**config.mk**
```make
export PLATFORM = sky130hd
export DESIGN_NAME = variable_table_writer
export DESIGN_NICKNAME = d
export VERILOG_FILES = /design/src/rtl/vt_pkg.sv /design/src/rtl/vt_lfsr16.sv /design/src/rtl/variable_table_writer.sv
export SDC_FILE = /design/constraint.sdc
export NUM_CORES = 1
export LEC_CHECK = 0
export BUFFER_PORTS_ARGS = -buffer_cell sky130_fd_sc_hd__buf_2
export CORE_AREA = 2 2 233 235
export CTS_CLUSTER_DIAMETER = 120
export CTS_CLUSTER_SIZE = 40
export DETAILED_ROUTE_END_ITERATION = 10
export DIE_AREA = 0 0 235 237
export PLACE_DENSITY = 0.42
export RECOVER_POWER = 25
export SYNTH_ARGS = -nofsm -noshare
export SYNTH_HDL_FRONTEND = slang
export SYNTH_HIERARCHICAL = 1
export SYNTH_SLANG_ARGS = --single-unit
```
**constraint.sdc**
```tcl
create_clock -name clk -period 3 [get_ports clk]
set_input_delay 0.3 -clock clk [delete_from_list [all_inputs] [get_ports clk]]
set_output_delay 0.3 -clock clk [all_outputs]
set_load 0.05 [all_outputs]
```
**src/rtl/vt_pkg.sv**
```systemverilog
// Shared types and constants for the variable table writer.
package vt_pkg;

  typedef enum logic [1:0] {
    IDLE    = 2'd0,
    INIT    = 2'd1,
    FLIP_RD = 2'd2,
    FLIP_WR = 2'd3
  } vt_state_e;

  localparam int LIT_ADDR_W_DEF    = 11;
  localparam int CLUSTER_SIZE_DEF  = 40;
  localparam int NUM_VARIABLES_DEF = 2048;

  // Fibonacci taps 16,14,13,11 expressed as a mask over bits [15:0]
  localparam logic [15:0] LFSR_SEED = 16'hACE1;
  localparam logic [15:0] LFSR_TAPS = 16'hB400;

endpackage

```
**src/rtl/vt_lfsr16.sv**
```systemverilog
// 16-bit Fibonacci LFSR used to seed a pseudo-random initial assignment.
// Only built when VAR_TABLE_WRITER_INIT_LFSR_EN is defined.
`ifdef VAR_TABLE_WRITER_INIT_LFSR_EN
module vt_lfsr16
  import vt_pkg::*;
#(
  parameter logic [15:0] SEED = LFSR_SEED
) (
  input  logic clk,
  input  logic rst,
  input  logic en_i,
  output logic bit_o
);

  logic [15:0] lfsr_q;

  always_ff @(posedge clk) begin
    if (rst)       lfsr_q <= SEED;
    else if (en_i) lfsr_q <= {lfsr_q[14:0], ^(lfsr_q & LFSR_TAPS)};
  end

  assign bit_o = lfsr_q[0];

endmodule
`endif

```
**src/rtl/variable_table_writer.sv**
```systemverilog
// Write-side controller keeping all replicated variable-table copies coherent.
// Optional VAR_TABLE_WRITER_INIT_LFSR_EN: pseudo-random initial assignment.
module variable_table_writer
  import vt_pkg::*;
#(
  parameter int LITERAL_ADDRESS_WIDTH = LIT_ADDR_W_DEF,
  parameter int CLUSTER_SIZE          = CLUSTER_SIZE_DEF,
  parameter int NUM_VARIABLES         = NUM_VARIABLES_DEF
) (
  input  logic                                        clk,
  input  logic                                        rst,
  input  logic                                        init_start,
  output logic                                        init_done,
  input  logic                                        flip_valid,
  output logic                                        flip_ready,
  input  logic [LITERAL_ADDRESS_WIDTH-1:0]            flip_addr,
  output logic                                        flip_done,
  output logic                                        flip_err,
  output logic                                        new_value,
  output logic                                        busy,
  output logic                                        rd_en,
  output logic [LITERAL_ADDRESS_WIDTH-1:0]            rd_addr,
  input  logic                                        rd_data,
  output logic [CLUSTER_SIZE-1:0]                     en_b,
  output logic [CLUSTER_SIZE-1:0]                     we_b,
  output logic [LITERAL_ADDRESS_WIDTH*CLUSTER_SIZE-1:0] addr_b,
  output logic [CLUSTER_SIZE-1:0]                     din_b
);

  localparam int              AW   = LITERAL_ADDRESS_WIDTH;
  localparam logic [AW-1:0]   LAST = AW'(NUM_VARIABLES - 1);

  vt_state_e     state_q, state_d;
  logic [AW-1:0] cnt_q, cnt_d;
  logic [AW-1:0] addr_q, addr_d;
  logic          err_q, err_d;
  logic          init_bit, flip_req, addr_ok;
  logic          wr_en, wr_bit;
  logic [AW-1:0] wr_addr;

`ifdef VAR_TABLE_WRITER_INIT_LFSR_EN
  vt_lfsr16 #(.SEED(LFSR_SEED)) u_lfsr (
    .clk   (clk),
    .rst   (rst),
    .en_i  (state_q == INIT),
    .bit_o (init_bit)
  );
`else
  assign init_bit = 1'b0;
`endif

  // init_start wins over a simultaneous flip, so ready drops combinationally
  assign flip_ready = (state_q == IDLE) && !init_start && !rst;
  assign flip_req   = flip_valid && flip_ready;
  assign addr_ok    = (32'(flip_addr) < 32'(NUM_VARIABLES));

  always_ff @(posedge clk) begin
    if (rst) begin
      state_q <= IDLE;
      cnt_q   <= '0;
      addr_q  <= '0;
      err_q   <= 1'b0;
    end else begin
      state_q <= state_d;
      cnt_q   <= cnt_d;
      addr_q  <= addr_d;
      err_q   <= err_d;
    end
  end

  always_comb begin
    state_d = state_q;
    cnt_d   = cnt_q;
    addr_d  = addr_q;
    err_d   = 1'b0;
    case (state_q)
      IDLE: begin
        if (init_start) state_d = INIT;
        else if (flip_req) begin
          if (addr_ok) begin
            addr_d  = flip_addr;
            state_d = FLIP_RD;
          end else begin
            err_d = 1'b1;
          end
        end
      end
      INIT: begin
        if (cnt_q == LAST) begin
          cnt_d   = '0;
          state_d = IDLE;
        end else begin
          cnt_d = cnt_q + 1'b1;
        end
      end
      FLIP_RD: state_d = FLIP_WR;
      FLIP_WR: state_d = IDLE;
      default: state_d = IDLE;
    endcase
  end

  always_comb begin
    wr_en     = 1'b0;
    wr_addr   = '0;
    wr_bit    = 1'b0;
    rd_en     = 1'b0;
    rd_addr   = '0;
    init_done = 1'b0;
    flip_done = 1'b0;
    new_value = 1'b0;
    case (state_q)
      INIT: begin
        wr_en     = 1'b1;
        wr_addr   = cnt_q;
        wr_bit    = init_bit;
        init_done = (cnt_q == LAST);
      end
      FLIP_RD: begin
        rd_en   = 1'b1;
        rd_addr = addr_q;
      end
      FLIP_WR: begin
        wr_en     = 1'b1;
        wr_addr   = addr_q;
        wr_bit    = ~rd_data;
        flip_done = 1'b1;
        new_value = ~rd_data;
      end
      default: ;
    endcase
  end

  assign busy     = (state_q != IDLE);
  assign flip_err = err_q;
  assign en_b     = {CLUSTER_SIZE{wr_en}};
  assign we_b     = {CLUSTER_SIZE{wr_en}};
  assign addr_b   = {CLUSTER_SIZE{wr_addr}};
  assign din_b    = {CLUSTER_SIZE{wr_bit}};

endmodule
```
==> summary.md, run 1 <==
| Metric | Value |
|---|---|
| Row cnt | `85` |
| Antenna-violating nets left | `0` |
| Initial antenna violation count | `4` |
| Share of power burned in registers | `17.4%` |
| Cts repair resizes | `0` |
| Cts bufs inserted | `3` |
| Vias/cell | `2.42` |
| Worst hold slack | `0.256 ns` |
| Met3 Use GR | `less than 1%` |
| Distinct cells, synth | `33` |
| Reg clk slew, reported paths | `approximately 0.07 ns` |
| Worst-Skew Late Latency | `0.27 ns` |
| Logic pwr share | `between 60% and 70%` |
| CTS tree | `built` |
| Status | `finished, final reports clean` |
| Drc violations | `0` |
| Fmax | `0.396 GHz` |
| Switching share of power | `between 60% and 70%` |
| Worst Hold Class | `in2reg` |
| I/O pin cnt | `594` |
| Post-cts hold buffer count | `0` |
| RD Place Congestion | `0.645` |
| TNS Setup | `0 ns` |
| Longest Clk Path Bufs | `2` |
| Chip height | `around 240 µm` |
| Total power | `0.00208 W` |
| Crit. path cell count | `5` |
| Global Route met1 Usage | `4.60%` |
| Via count | `3,514` |
| Most frequent cells in the layout | `457 x buf_2, 127 x clkbuf_1, 23 x dfxtp_1, 19 x buf_12, 14 x nor2b_1` |
| Final hold viol count | `0` |
| Clock network power share | `19.7%` |
| Main synth FF type | `dfxtp_1` |
| Setup crit end kind | `output pin` |
| Buf/Inv on CP | `3` |
| Fin nets | `~780` |
| Ys Warns | `6` |
| Total GRT Usage | `3.56%` |
| Commonest non-fill, non-tap cell in the layout | `buf_2` |
| Post-synthesis sequential area ratio | `8.74%` |
| Crit path required time | `2.70 ns` |
| RSZ-0062 raised after global routing | `false` |
| Total wire length | `12,400 µm` |
| Max-Cap Viols | `0` |
| Avg WL per Cell | `8.54 µm` |
| Cells on worst reg2reg path | `5` |
| Hold Path Cell Cnt | `2` |
| Area grow syn2layout | `0.410%` |
| Pin count of the biggest net entering global routing | `77` |
| Vias in the first global route | `around 2,100` |
| Antenna cells | `0` |
| Syn Area/Cell | `7.81 µm²` |
| Initial Utilization | `10.3%` |
| CP dominant cell by count | `buf_12` |
| Startpoint Class | `register` |
| Arrival time at the worst endpoint | `2.22 ns` |
| Worst ir drop on vdd | `216 µV` |
| Synth Instances | `just over 700` |
| Largest stage delay, worst path | `0.57 ns` |
| Die area | `approximately 0.056 mm²` |
| Measured slew at the worst slew-check pin | `0.989 ns` |
| CP max FO | `14` |
| Critical-path cell list | `buf_12, nor2b_1, clkbuf_1, and2_1, buf_12` |
| Fin. max-slew vios | `0` |
| Syn_nets | `roughly 700` |
| WS Path Type | `reg2out` |
| Post-CTS setup buffer count | `0` |
| P_sw | `0.00127 W` |
| Flops & latches, synth | `24` |
| Pint | `0.000805 W` |
| Leak | `approximately 3.3 nW` |
| Number of synthesized flops with an enable pin | `0` |
| HPWL Detailed | `roughly 11,000 µm` |
| Final min period | `2.52 ns` |
| Ys async rst share | `0%` |
| Final setup vio count | `0` |
| Crit-path slowest cell | `clkbuf_1` |
| Die width | `235 µm` |
| Final period utilization | `84.1%` |
| PwrDens | `376 mW/mm²` |
| Drt initial violations | `41` |
| Max Clock Skew | `0.00228 ns` |
| GR Layer Usage met2 | `approximately 6.3%` |
| Root buffer cell | `clkbuf_16` |
| Clk sinks | `24` |
| Synthesized area | `0.00550 mm²` |
| Family with the most delay on the worst path | `buffers and inverters` |
| H-Tree Level Count | `1` |
| GRT Max-Usage Layer | `met2` |
| Max-slew headroom | `between 30% and 40%` |
| Number of I/O port buffers | `a little under 600` |
| CORE AREA | `0.0533 mm²` |
| First-pass GRT wire length | `roughly 15,000 µm` |
| Gr ovfl total | `0` |
| Layout cells sized above 1 | `between 60% and 70%` |
| Drt first pass iters | `4` |
## power groups by stage
stage	logic (W)	registers, W	clock network, W
finish	0.00131	0.000361	0.000408
global route	0.00134	0.000366	0.000443
CTS	0.00134	0.000363	0.000433
detailed placement	0.00134	0.000371	0
global placement	0.00134	0.000369	0
floorplan	0.00143	0.000347	0
## metrics by stage
| step | area (µm²) | std cells | setup WS, ns | utilization, % |
|---|---|---|---|---|
| 2_1_floorplan | 5530 | 704 | 0.0994 | - |
| 3_5_place_dp | 5590 | 1450 | 0.886 | 10.5 |
| 3_3_place_gp | 5590 | 1450 | 0.963 | 10.5 |
| 5_1_grt | 5520 | 1454 | 0.239 | 10.4 |
| 4_1_cts | 5700 | 1454 | 0.581 | 10.7 |
| 6_report | 5520 | 1454 | 0.477 | 10.4 |
## logic make-up (layout without fill, tap and decap cells)
| logic type | Yosys count | in the layout | share of synthesized area, % |
|---|---|---|---|
| AOI/OAI and AO/OA | 22 | 22 | 2.69 |
| xor gates and xnor gates | 1 | 1 | 0.159 |
| adders and majority gates | 1 | 1 | 0.228 |
| buffers and inverters | 568 | 622 | 76.6 |
| DFF | 24 | 24 | 8.74 |
| muxes | 22 | 22 | 4.26 |
| other | 1 | 1 | 0.0682 |
| and+or+nand+nor | 65 | 65 | 7.26 |
## cells in the mapped netlist, types with 4 or more instances
cell / count / area, µm²
inv_1: 7 / 26.3
dfxtp_1: 24 / 480
or3_1: 4 / 25.0
nor2b_1: 25 / 156
or4_1: 4 / 30.0
buf_4: 551 / 4140
a21oi_1: 9 / 45.0
clkbuf_1: 6 / 22.5
mux2_2: 11 / 124
and2_1: 12 / 75.1
nor2_1: 4 / 15.0
mux2i_1: 11 / 110
o21ai_0: 4 / 20.0
o31ai_1: 4 / 30.0
## sequential cells by signal, summed over array words and instances, names as in the netlist
signal,flops
cnt_q,11
addr_q,11
state_q,2
## area by class of cell
type | instances | area, µm²
clock buffers | 3 | 75.1
clock inverters | 1 | 30.0
fillers | 6223 | 47800
inverters | 7 | 26.3
multi-input cells | 112 | 832
flip-flops and latches | 24 | 482
well taps | 696 | 871
repair buffers | 611 | 3200
## worst paths after layout
| kind | start | to | slack [ns] |
|---|---|---|---|
| setup / recovery | state_q[1]$_SDFFE_PP0P_ | rd_addr[1] | 0.48 |
| hold / removal | flip_addr[5] | addr_q[5]$_SDFFE_PP0P_ | 0.26 |
| setup reg to reg | state_q[1]$_SDFFE_PP0P_ | addr_q[10]$_SDFFE_PP0P_ | 0.80 |
| hold reg to reg | cnt_q[10]$_SDFFE_PP0N_ | cnt_q[10]$_SDFFE_PP0N_ | 0.51 |
## layer usage
metal	part of all wire (%)	vias up	routed length, µm
li1	-	1742	-
met1	40	1422	5000
met2	47	340	5820
met3	12	8	1490
met4	0.73	2	91
met5	0.056	-	7
(Power assumes the default switching activity.)
==> run 2, diff against run 1 <==
- ABC_AREA: not set -> 1
- CORE_AREA: 2 2 233 235 -> 2 2 229 231
- DIE_AREA: 0 0 235 237 -> 0 0 231 233
- PLACE_DENSITY: 0.42 -> 0.44
- clock period: 3 -> 2.2 ns (I/O delays scaled with it)
==> run 2 against run 1 <==
  * Via count rose by 5.4%
  * Power grew 17%
  * Synthesized area decreased by 0.66%
  * Sequential share of layout area decreased by 0.73 points
  * Hold slack worse by 0.077 ns
  * Wire length rose by 6.8%
  * Register-to-register slack worse by 0.46 ns
  * Clock power is 9.1% higher
  * Sequential power grew 30%
==> summary.md, run 2 <==
| Metric | Value |
|---|---|
| Area share of fa/ha/maj cells after synthesis | `0.229% (+0.0015 points)` |
| Share of power burned in registers | `19.3% (+1.9 points)` |
| Multi-input logic area | `752 µm² (-9.6%)` |
| Layout cells sized above 1 | `78.6% (+11 points)` |
| Max Clock Skew | `0.00535 ns (+0.00307 ns)` |
| Number of I/O port buffers | `592 (unchanged)` |
| Main combinational cell family by area after synthesis | `buffers and inverters` |
| RSZ-0062 raised after global routing | `true` |
| Final setup vio count | `0 (unchanged)` |
| Via count | `3,703 (+5.4%)` |
| Synth area leaders | `buf_4 76%, dfxtp_1 8.8%, nand3_1 3.0%` |
| Area grow syn2layout | `10.3%` |
| Register area | `482 µm² (unchanged)` |
| Startpoint Class | `register` |
| Chip height | `233 µm (-1.7%)` |
| Initial Utilization | `10.7% (+0.37 points)` |
| HPWL Detailed | `11,100 µm (+4.8%)` |
| Syn Area/Cell | `7.25 µm² (-7.1%)` |
| CTS tree | `built` |
| Fin nets | `821 (+5.8%)` |
| Total wire length | `13,300 µm (+6.8%)` |
| Synth top cells by count | `550 x buf_4, 40 x nand2_1, 33 x nand3_1` |
| Final period utilization | `97.2%` |
| First-pass GRT wire length | `14,500 µm (-1.9%)` |
| Total GRT Usage | `3.78% (+0.22 points)` |
| Row cnt | `83 (-2.4%)` |
| Reg clk slew, reported paths | `0.07 ns (about the same)` |
| Max-slew headroom | `50.9% (+17 points)` |
| Reg2reg setup slack | `0.34 ns (-0.46 ns)` |
| H-Tree Level Count | `1 (unchanged)` |
| Synth Instances | `753 (+7.0%)` |
| I/O pin cnt | `594 (unchanged)` |
| Initial antenna violation count | `6 (+2)` |
| Post-synthesis sequential area ratio | `8.80% (+0.058 points)` |
| Post-synthesis simple-gate area fraction | `9.48% (+2.2 points)` |
| Clock network power share | `18.3% (-1.4 points)` |
| Main synth FF type | `dfxtp_1` |
| Synth Area in Compound Gates | `2.06% (-0.62 points)` |
| Die area | `0.0538 mm² (-3.4%)` |
| Largest registers | `addr_q x11, cnt_q x11, state_q x2` |
| Syn_nets | `770 (+6.8%)` |
| Setup crit end kind | `output pin` |
| Longest Clk Path Bufs | `2 (unchanged)` |
| Most instantiated library cell after synthesis | `buf_4` |
| Worst ir drop on vdd | `372 µV (+72%)` |
| Antenna-violating nets left | `0 (unchanged)` |
| Post-CTS setup buffer count | `0 (unchanged)` |
| Worst Hold Class | `in2reg` |
| Measured slew at the worst slew-check pin | `0.739 ns (-0.249 ns)` |
| Die width | `231 µm (-1.7%)` |
| Gr ovfl total | `0 (unchanged)` |
| Crit path required time | `1.98 ns (-0.72 ns)` |
| Top cell type by total area after synthesis | `buf_4` |
| Flops & latches, synth | `24 (unchanged)` |
| Clk sinks | `24 (unchanged)` |
| Drc violations | `0 (unchanged)` |
| Post-route cell area | `0.00602 mm² (+9.1%)` |
| FILL cells | `5,872 (-5.6%)` |
| Commonest non-fill, non-tap cell in the layout | `buf_2` |
| Drt initial violations | `72 (+76%)` |
| P_sw | `0.00144 W (+13%)` |
| CP max FO | `40 (+26)` |
| Ys async rst share | `0% (unchanged)` |
| Max-Cap Viols | `0 (unchanged)` |
| Vias/cell | `2.49 (+3.2%)` |
| Fin cells | `1,485 (+2.1%)` |
| Worst hold slack | `0.178 ns (-0.0773 ns)` |
| Fmax | `0.467 GHz` |
| Total power | `0.00243 W (+17%)` |
| Fin. max-slew vios | `0 (unchanged)` |
| Cts bufs inserted | `3 (unchanged)` |
| Avg WL per Cell | `8.93 µm (+4.6%)` |
| Worst-Skew Late Latency | `0.26 ns (about the same)` |
| Leak | `3.78 nW (+16%)` |
| Final min period | `2.14 ns` |
| Vias in the first global route | `2,129 (+0.047%)` |
| Arrival time at the worst endpoint | `1.92 ns (-0.30 ns)` |
| Logic pwr share | `62.4% (-0.5 points)` |
| Distinct cells, synth | `26 (-21%)` |
| CORE AREA | `0.0511 mm² (-4.1%)` |
| Final hold viol count | `0 (unchanged)` |
| Final setup margin | `0.0607 ns (-0.416 ns)` |
| Synthesized area | `0.00546 mm² (-0.66%)` |
| Dpl ws | `0.0508 ns (-0.836 ns)` |
| Pint | `0.000995 W (+24%)` |
| Synth Area in XOR/XNOR | `0.321% (+0.16 points)` |
| Placed cell areas | `0.00528 mm² (-5.5%)` |
| Mux contribution to synthesized area | `0% (-4.3 points)` |
| Status | `finished, final reports clean` |
| WS Path Type | `reg2out` |
| PwrDens | `404 mW/mm² (+7.5%)` |
| Ys Warns | `6 (unchanged)` |
| Drt first pass iters | `4 (unchanged)` |
| Most frequent cells in the layout | `323 x buf_2, 163 x buf_4, 56 x clkbuf_4, 50 x clkbuf_2, 41 x nand2_1` |
| RD Place Congestion | `0.671 (+4.0%)` |
| Yosys top cell area share | `75.6% (+0.36 points)` |
| Root buffer cell | `clkbuf_16` |
| Pin count of the biggest net entering global routing | `81 (+5.2%)` |
| Switching share of power | `59.1% (-2.1 points)` |
| Placed insts | `1,479 (+2.0%)` |
| Number of synthesized flops with an enable pin | `0 (unchanged)` |
## run 2: path summary, 6_finish.rpt
check                          startpoint                      to  cells after the start
setup reg to reg    cnt_q[1]$_SDFFE_PP0N_   cnt_q[9]$_SDFFE_PP0N_                      6
hold / removal               flip_addr[4]  addr_q[4]$_SDFFE_PP0P_                      3
hold reg to reg    addr_q[4]$_SDFFE_PP0P_  addr_q[4]$_SDFFE_PP0P_                      2
setup / recovery  state_q[0]$_SDFFE_PP0P_             addr_b[420]                      5
## run 2: worst max-delay path, cell delays in order (launching register included)
cell and delay, ns:
dfxtp_2 0.43, nand2_2 0.23, inv_2 0.18, nand2_1 0.14, o21ai_4 0.28, buf_2 0.38
## run 2: logic make-up (layout without fill, tap and decap cells)
group | count (synthesis) | in the layout
DFF | 24 | 24
adders and majority gates | 1 | 1
AOI/OAI and AO/OA | 20 | 20
and+or+nand+nor | 113 | 113
buffers and inverters | 592 | 642
xor gates and xnor gates | 2 | 2
other | 1 | 3
## run 2: timing repair
item                       4_1_cts  5_1_grt
hold buffers                     0        0
resized for setup              173       71
setup endpoints to repair      287      370
## run 2: routing by layer
metal / wire, µm / vias to the layer above / track usage, %
met1: 4680 / 1537 / 4.10
met3: 1560 / 12 / 0.907
li1: - / 1842 / -
met5: 33 / - / 0
met4: 216 / 6 / 1.69
met2: 6770 / 306 / 6.94
## run 2: final cells by class
| cell class | count | area share (%) |
|---|---|---|
| sequential | 24 | 8.00 |
| tap | 680 | 14.1 |
| clock buffer | 4 | 1.47 |
| multi-input combinational | 137 | 12.5 |
| inverter | 32 | 2.01 |
| timing repair buffer | 606 | 61.8 |
| antenna | 2 | 0.0831 |
## run 2: power by group through the flow
stage	registers [W]	clock network (W)	logic, W
2_1_floorplan	0.000471	0	0.00156
3_3_place_gp	0.000479	0	0.00149
3_5_place_dp	0.000480	0	0.00149
4_1_cts	0.000470	0.000458	0.00153
5_1_grt	0.000473	0.000477	0.00158
6_report	0.000470	0.000445	0.00152
## run 2: through the flow
| stage | util [%] | TNS (ns) |
|---|---|---|
| 3_3_place_gp | 10.3 | 0 |
| 4_1_cts | 11.4 | -7.27 |
| 2_1_floorplan | - | -146.94 |
| 6_report | 11.8 | 0 |
| 5_1_grt | 11.8 | -7.40 |
| 3_5_place_dp | 10.3 | 0 |
==> run 3, diff against run 2 <==
- CORE_AREA: 2 2 229 231 -> 2 2 230 232
- DIE_AREA: 0 0 231 233 -> 0 0 232 234
- PLACE_DENSITY: 0.44 -> 0.43
- clock period: 2.2 -> 2.65 ns (I/O delays scaled with it)
==> run 3 against run 2 <==
  * Worst setup slack better by 0.19 ns
  * Wire length decreased by 8.8%
  * Clock power is 28% lower
  * Hold slack better by 0.048 ns
==> summary.md, run 3 (synthesis gave the netlist of run 2 again) <==
| Metric | Value |
|---|---|
| Status | `finished, final reports clean` |
| Die width | `232 µm (+0.43%)` |
| RD Place Congestion | `0.690 (+3.0%)` |
| Most frequent cells in the layout | `468 x buf_2, 95 x clkbuf_1, 40 x nand2_1, 34 x nand3_1` |
| Post-CTS setup buffer count | `0 (unchanged)` |
| Setup crit end kind | `output pin` |
| Area grow syn2layout | `-4.70%` |
| Hold path endpoint | `addr_q[3]$_SDFFE_PP0P_` |
| Post-cts hold buffer count | `0 (unchanged)` |
| Drt initial violations | `71 (-1.4%)` |
| CP max FO | `41 (+2.5%)` |
| TNS Setup | `0 ns (unchanged)` |
| Worst hold start | `flip_addr[3]` |
| Root buffer cell | `clkbuf_16` |
| Largest registers | `addr_q x11, cnt_q x11, state_q x2` |
| Final period utilization | `90.4%` |
| Reg clk slew, reported paths | `0.06 ns (about the same)` |
| Cts repair resizes | `0 (-100%)` |
| Die area | `0.0543 mm² (+0.86%)` |
| Gr ovfl total | `0 (unchanged)` |
| Arrival time at the worst endpoint | `2.13 ns (+0.21 ns)` |
| Total wire length | `12,100 µm (-8.8%)` |
| PwrDens | `363 mW/mm² (-10%)` |
| Initial Utilization | `10.5% (-0.19 points)` |
| Drt first pass iters | `4 (unchanged)` |
| First-pass GRT wire length | `14,100 µm (-2.8%)` |
| HPWL Detailed | `10,300 µm (-6.9%)` |
| Number of I/O port buffers | `592 (unchanged)` |
| Crit-path slowest cell | `clkbuf_2` |
| H-Tree Level Count | `1 (unchanged)` |
| Row cnt | `84 (+1.2%)` |
| Leak | `3.46 nW (-8.3%)` |
| P_sw | `0.00117 W (-19%)` |
| CTS tree | `built` |
| Startpoint Class | `register` |
| Switching share of power | `61.7% (+2.6 points)` |
| Drc violations | `0 (unchanged)` |
| Worst Hold Class | `in2reg` |
| Share of power burned in registers | `20.5% (+1.2 points)` |
| Fin nets | `823 (+0.24%)` |
| Worst hold slack | `0.227 ns (+0.0484 ns)` |
| Measured slew at the worst slew-check pin | `1.14 ns (+0.405 ns)` |
| Initial antenna violation count | `1 (-5)` |
| Via count | `3,722 (+0.51%)` |
| Clk sinks | `24 (unchanged)` |
| Final setup vio count | `0 (unchanged)` |
| Total GRT Usage | `3.48% (-0.30 points)` |
| Logic pwr share | `62.5% (about the same)` |
| Vias/cell | `2.49 (about the same)` |
| Worst ir drop on vdd | `250 µV (-33%)` |
| Final min period | `2.40 ns` |
| Fin. max-slew vios | `0 (unchanged)` |
| Vias in the first global route | `2,151 (+1.0%)` |
| RSZ-0062 raised after global routing | `false` |
| Reg2reg setup slack | `0.55 ns (+0.21 ns)` |
| Critical-path cell list | `nand2_1, buf_4, nor2_2, clkbuf_2, clkbuf_1` |
| Chip height | `234 µm (+0.43%)` |
| Cells on worst reg2reg path | `7 (+1)` |
| Antenna-violating nets left | `0 (unchanged)` |
| I/O pin cnt | `594 (unchanged)` |
| Crit path required time | `2.38 ns (+0.40 ns)` |
| Fin cells | `1,493 (+0.54%)` |
| Cts bufs inserted | `3 (unchanged)` |
| Longest Clk Path Bufs | `2 (unchanged)` |
| Hold Path Cell Cnt | `3 (unchanged)` |
| Max Clock Skew | `0.00505 ns (-0.000295 ns)` |
| Avg WL per Cell | `8.10 µm (-9.3%)` |
| Fmax | `between 0.4 and 0.5 GHz` |
| Total power | `0.00189 W (-22%)` |
| Max-slew headroom | `23.7% (-27 points)` |
| Clock network power share | `17.0% (-1.3 points)` |
| Worst r2r src | `state_q[0]$_SDFFE_PP0P_` |
| Worst-Skew Late Latency | `0.25 ns (about the same)` |
| Multi-input logic area | `704 µm² (-6.3%)` |
| Pint | `0.000725 W (-27%)` |
| Placed insts | `1,489 (+0.68%)` |
| Final hold viol count | `0 (unchanged)` |
| FILL cells | `6,115 (+4.1%)` |
| Layout cells sized above 1 | `67.0% (-12 points)` |
| WS Path Type | `reg2out` |
| CORE AREA | `0.0520 mm² (+1.8%)` |
| RR Endpoint | `addr_q[2]$_SDFFE_PP0P_` |
| Register area | `482 µm² (unchanged)` |
| Pin count of the biggest net entering global routing | `84 (+3.7%)` |
| Max-Cap Viols | `0 (unchanged)` |
| Largest stage delay, worst path | `0.54 ns (+0.11 ns)` |
| Commonest non-fill, non-tap cell in the layout | `buf_2` |
==> run 3: cell types whose count changed in the layout (fill, tap and decap cells not counted), sizes merged <==
cell / previous run / this run
clkinvlp: 0 / 1
clkbuf: 113 / 129
diode: 2 / 1
buf: 497 / 482
clkinv: 1 / 0
==> run 3: worst max-delay path: cells and delay by family (launching register included) <==
kind	cells	cell delay, ns
buffers and inverters	3	1.30
flip-flops	1	0.37
AND/OR/NAND/NOR	2	0.20
==> run 3: per-layer routing <==
metal,global-route usage (%),part of all wire [%],up-vias
met4,0.541,0.56,0
met1,4.93,43,1554
met2,5.77,46,323
met5,0,0,-
met3,0.353,10,2
li1,-,-,1843
==> run 3: worst max-delay path by stage <==
| stage | startpoint | endpoint | slack, ns | cells after the start |
|---|---|---|---|---|
| detailed placement | state_q[0]$_SDFFE_PP0P_ | addr_b[281] | 0.54 | 3 |
| floorplan | state_q[0]$_SDFFE_PP0P_ | addr_b[102] | -0.89 | 5 |
| finish | state_q[0]$_SDFFE_PP0P_ | din_b[36] | 0.25 | 5 |
| CTS | state_q[0]$_SDFFE_PP0P_ | addr_b[281] | 0.26 | 3 |
| global route | state_q[1]$_SDFFE_PP0P_ | addr_b[365] | 0.09 | 7 |
| global placement | state_q[0]$_SDFFE_PP0P_ | rd_addr[5] | 0.59 | 6 |
==> run 3: area by class of cell <==
class	count	share of cell area, %
flip-flops and latches	24	9.25
multi-input cells	137	13.5
diodes	1	0.0481
inverters	32	2.33
well taps	688	16.5
repair buffers	608	56.9
clock buffers	3	1.44
==> run 3: metrics by stage <==
stage	setup slack (ns)	utilization, %	instance area, µm²
after floorplan	-0.889	-	5470
final	0.254	10.0	5200
after CTS	0.262	10.3	5350
after global routing	0.0912	10.0	5200
after global placement	0.590	10.1	5270
after detailed placement	0.543	10.1	5270
==> run 3: power groups by stage <==
stage	sequential, W	combinational, W	clock (W)
after global routing	0.000390	0.00123	0.000349
after CTS	0.000388	0.00123	0.000334
after floorplan	0.000391	0.00131	0
final	0.000388	0.00118	0.000321
after global placement	0.000395	0.00123	0
after detailed placement	0.000396	0.00123	0
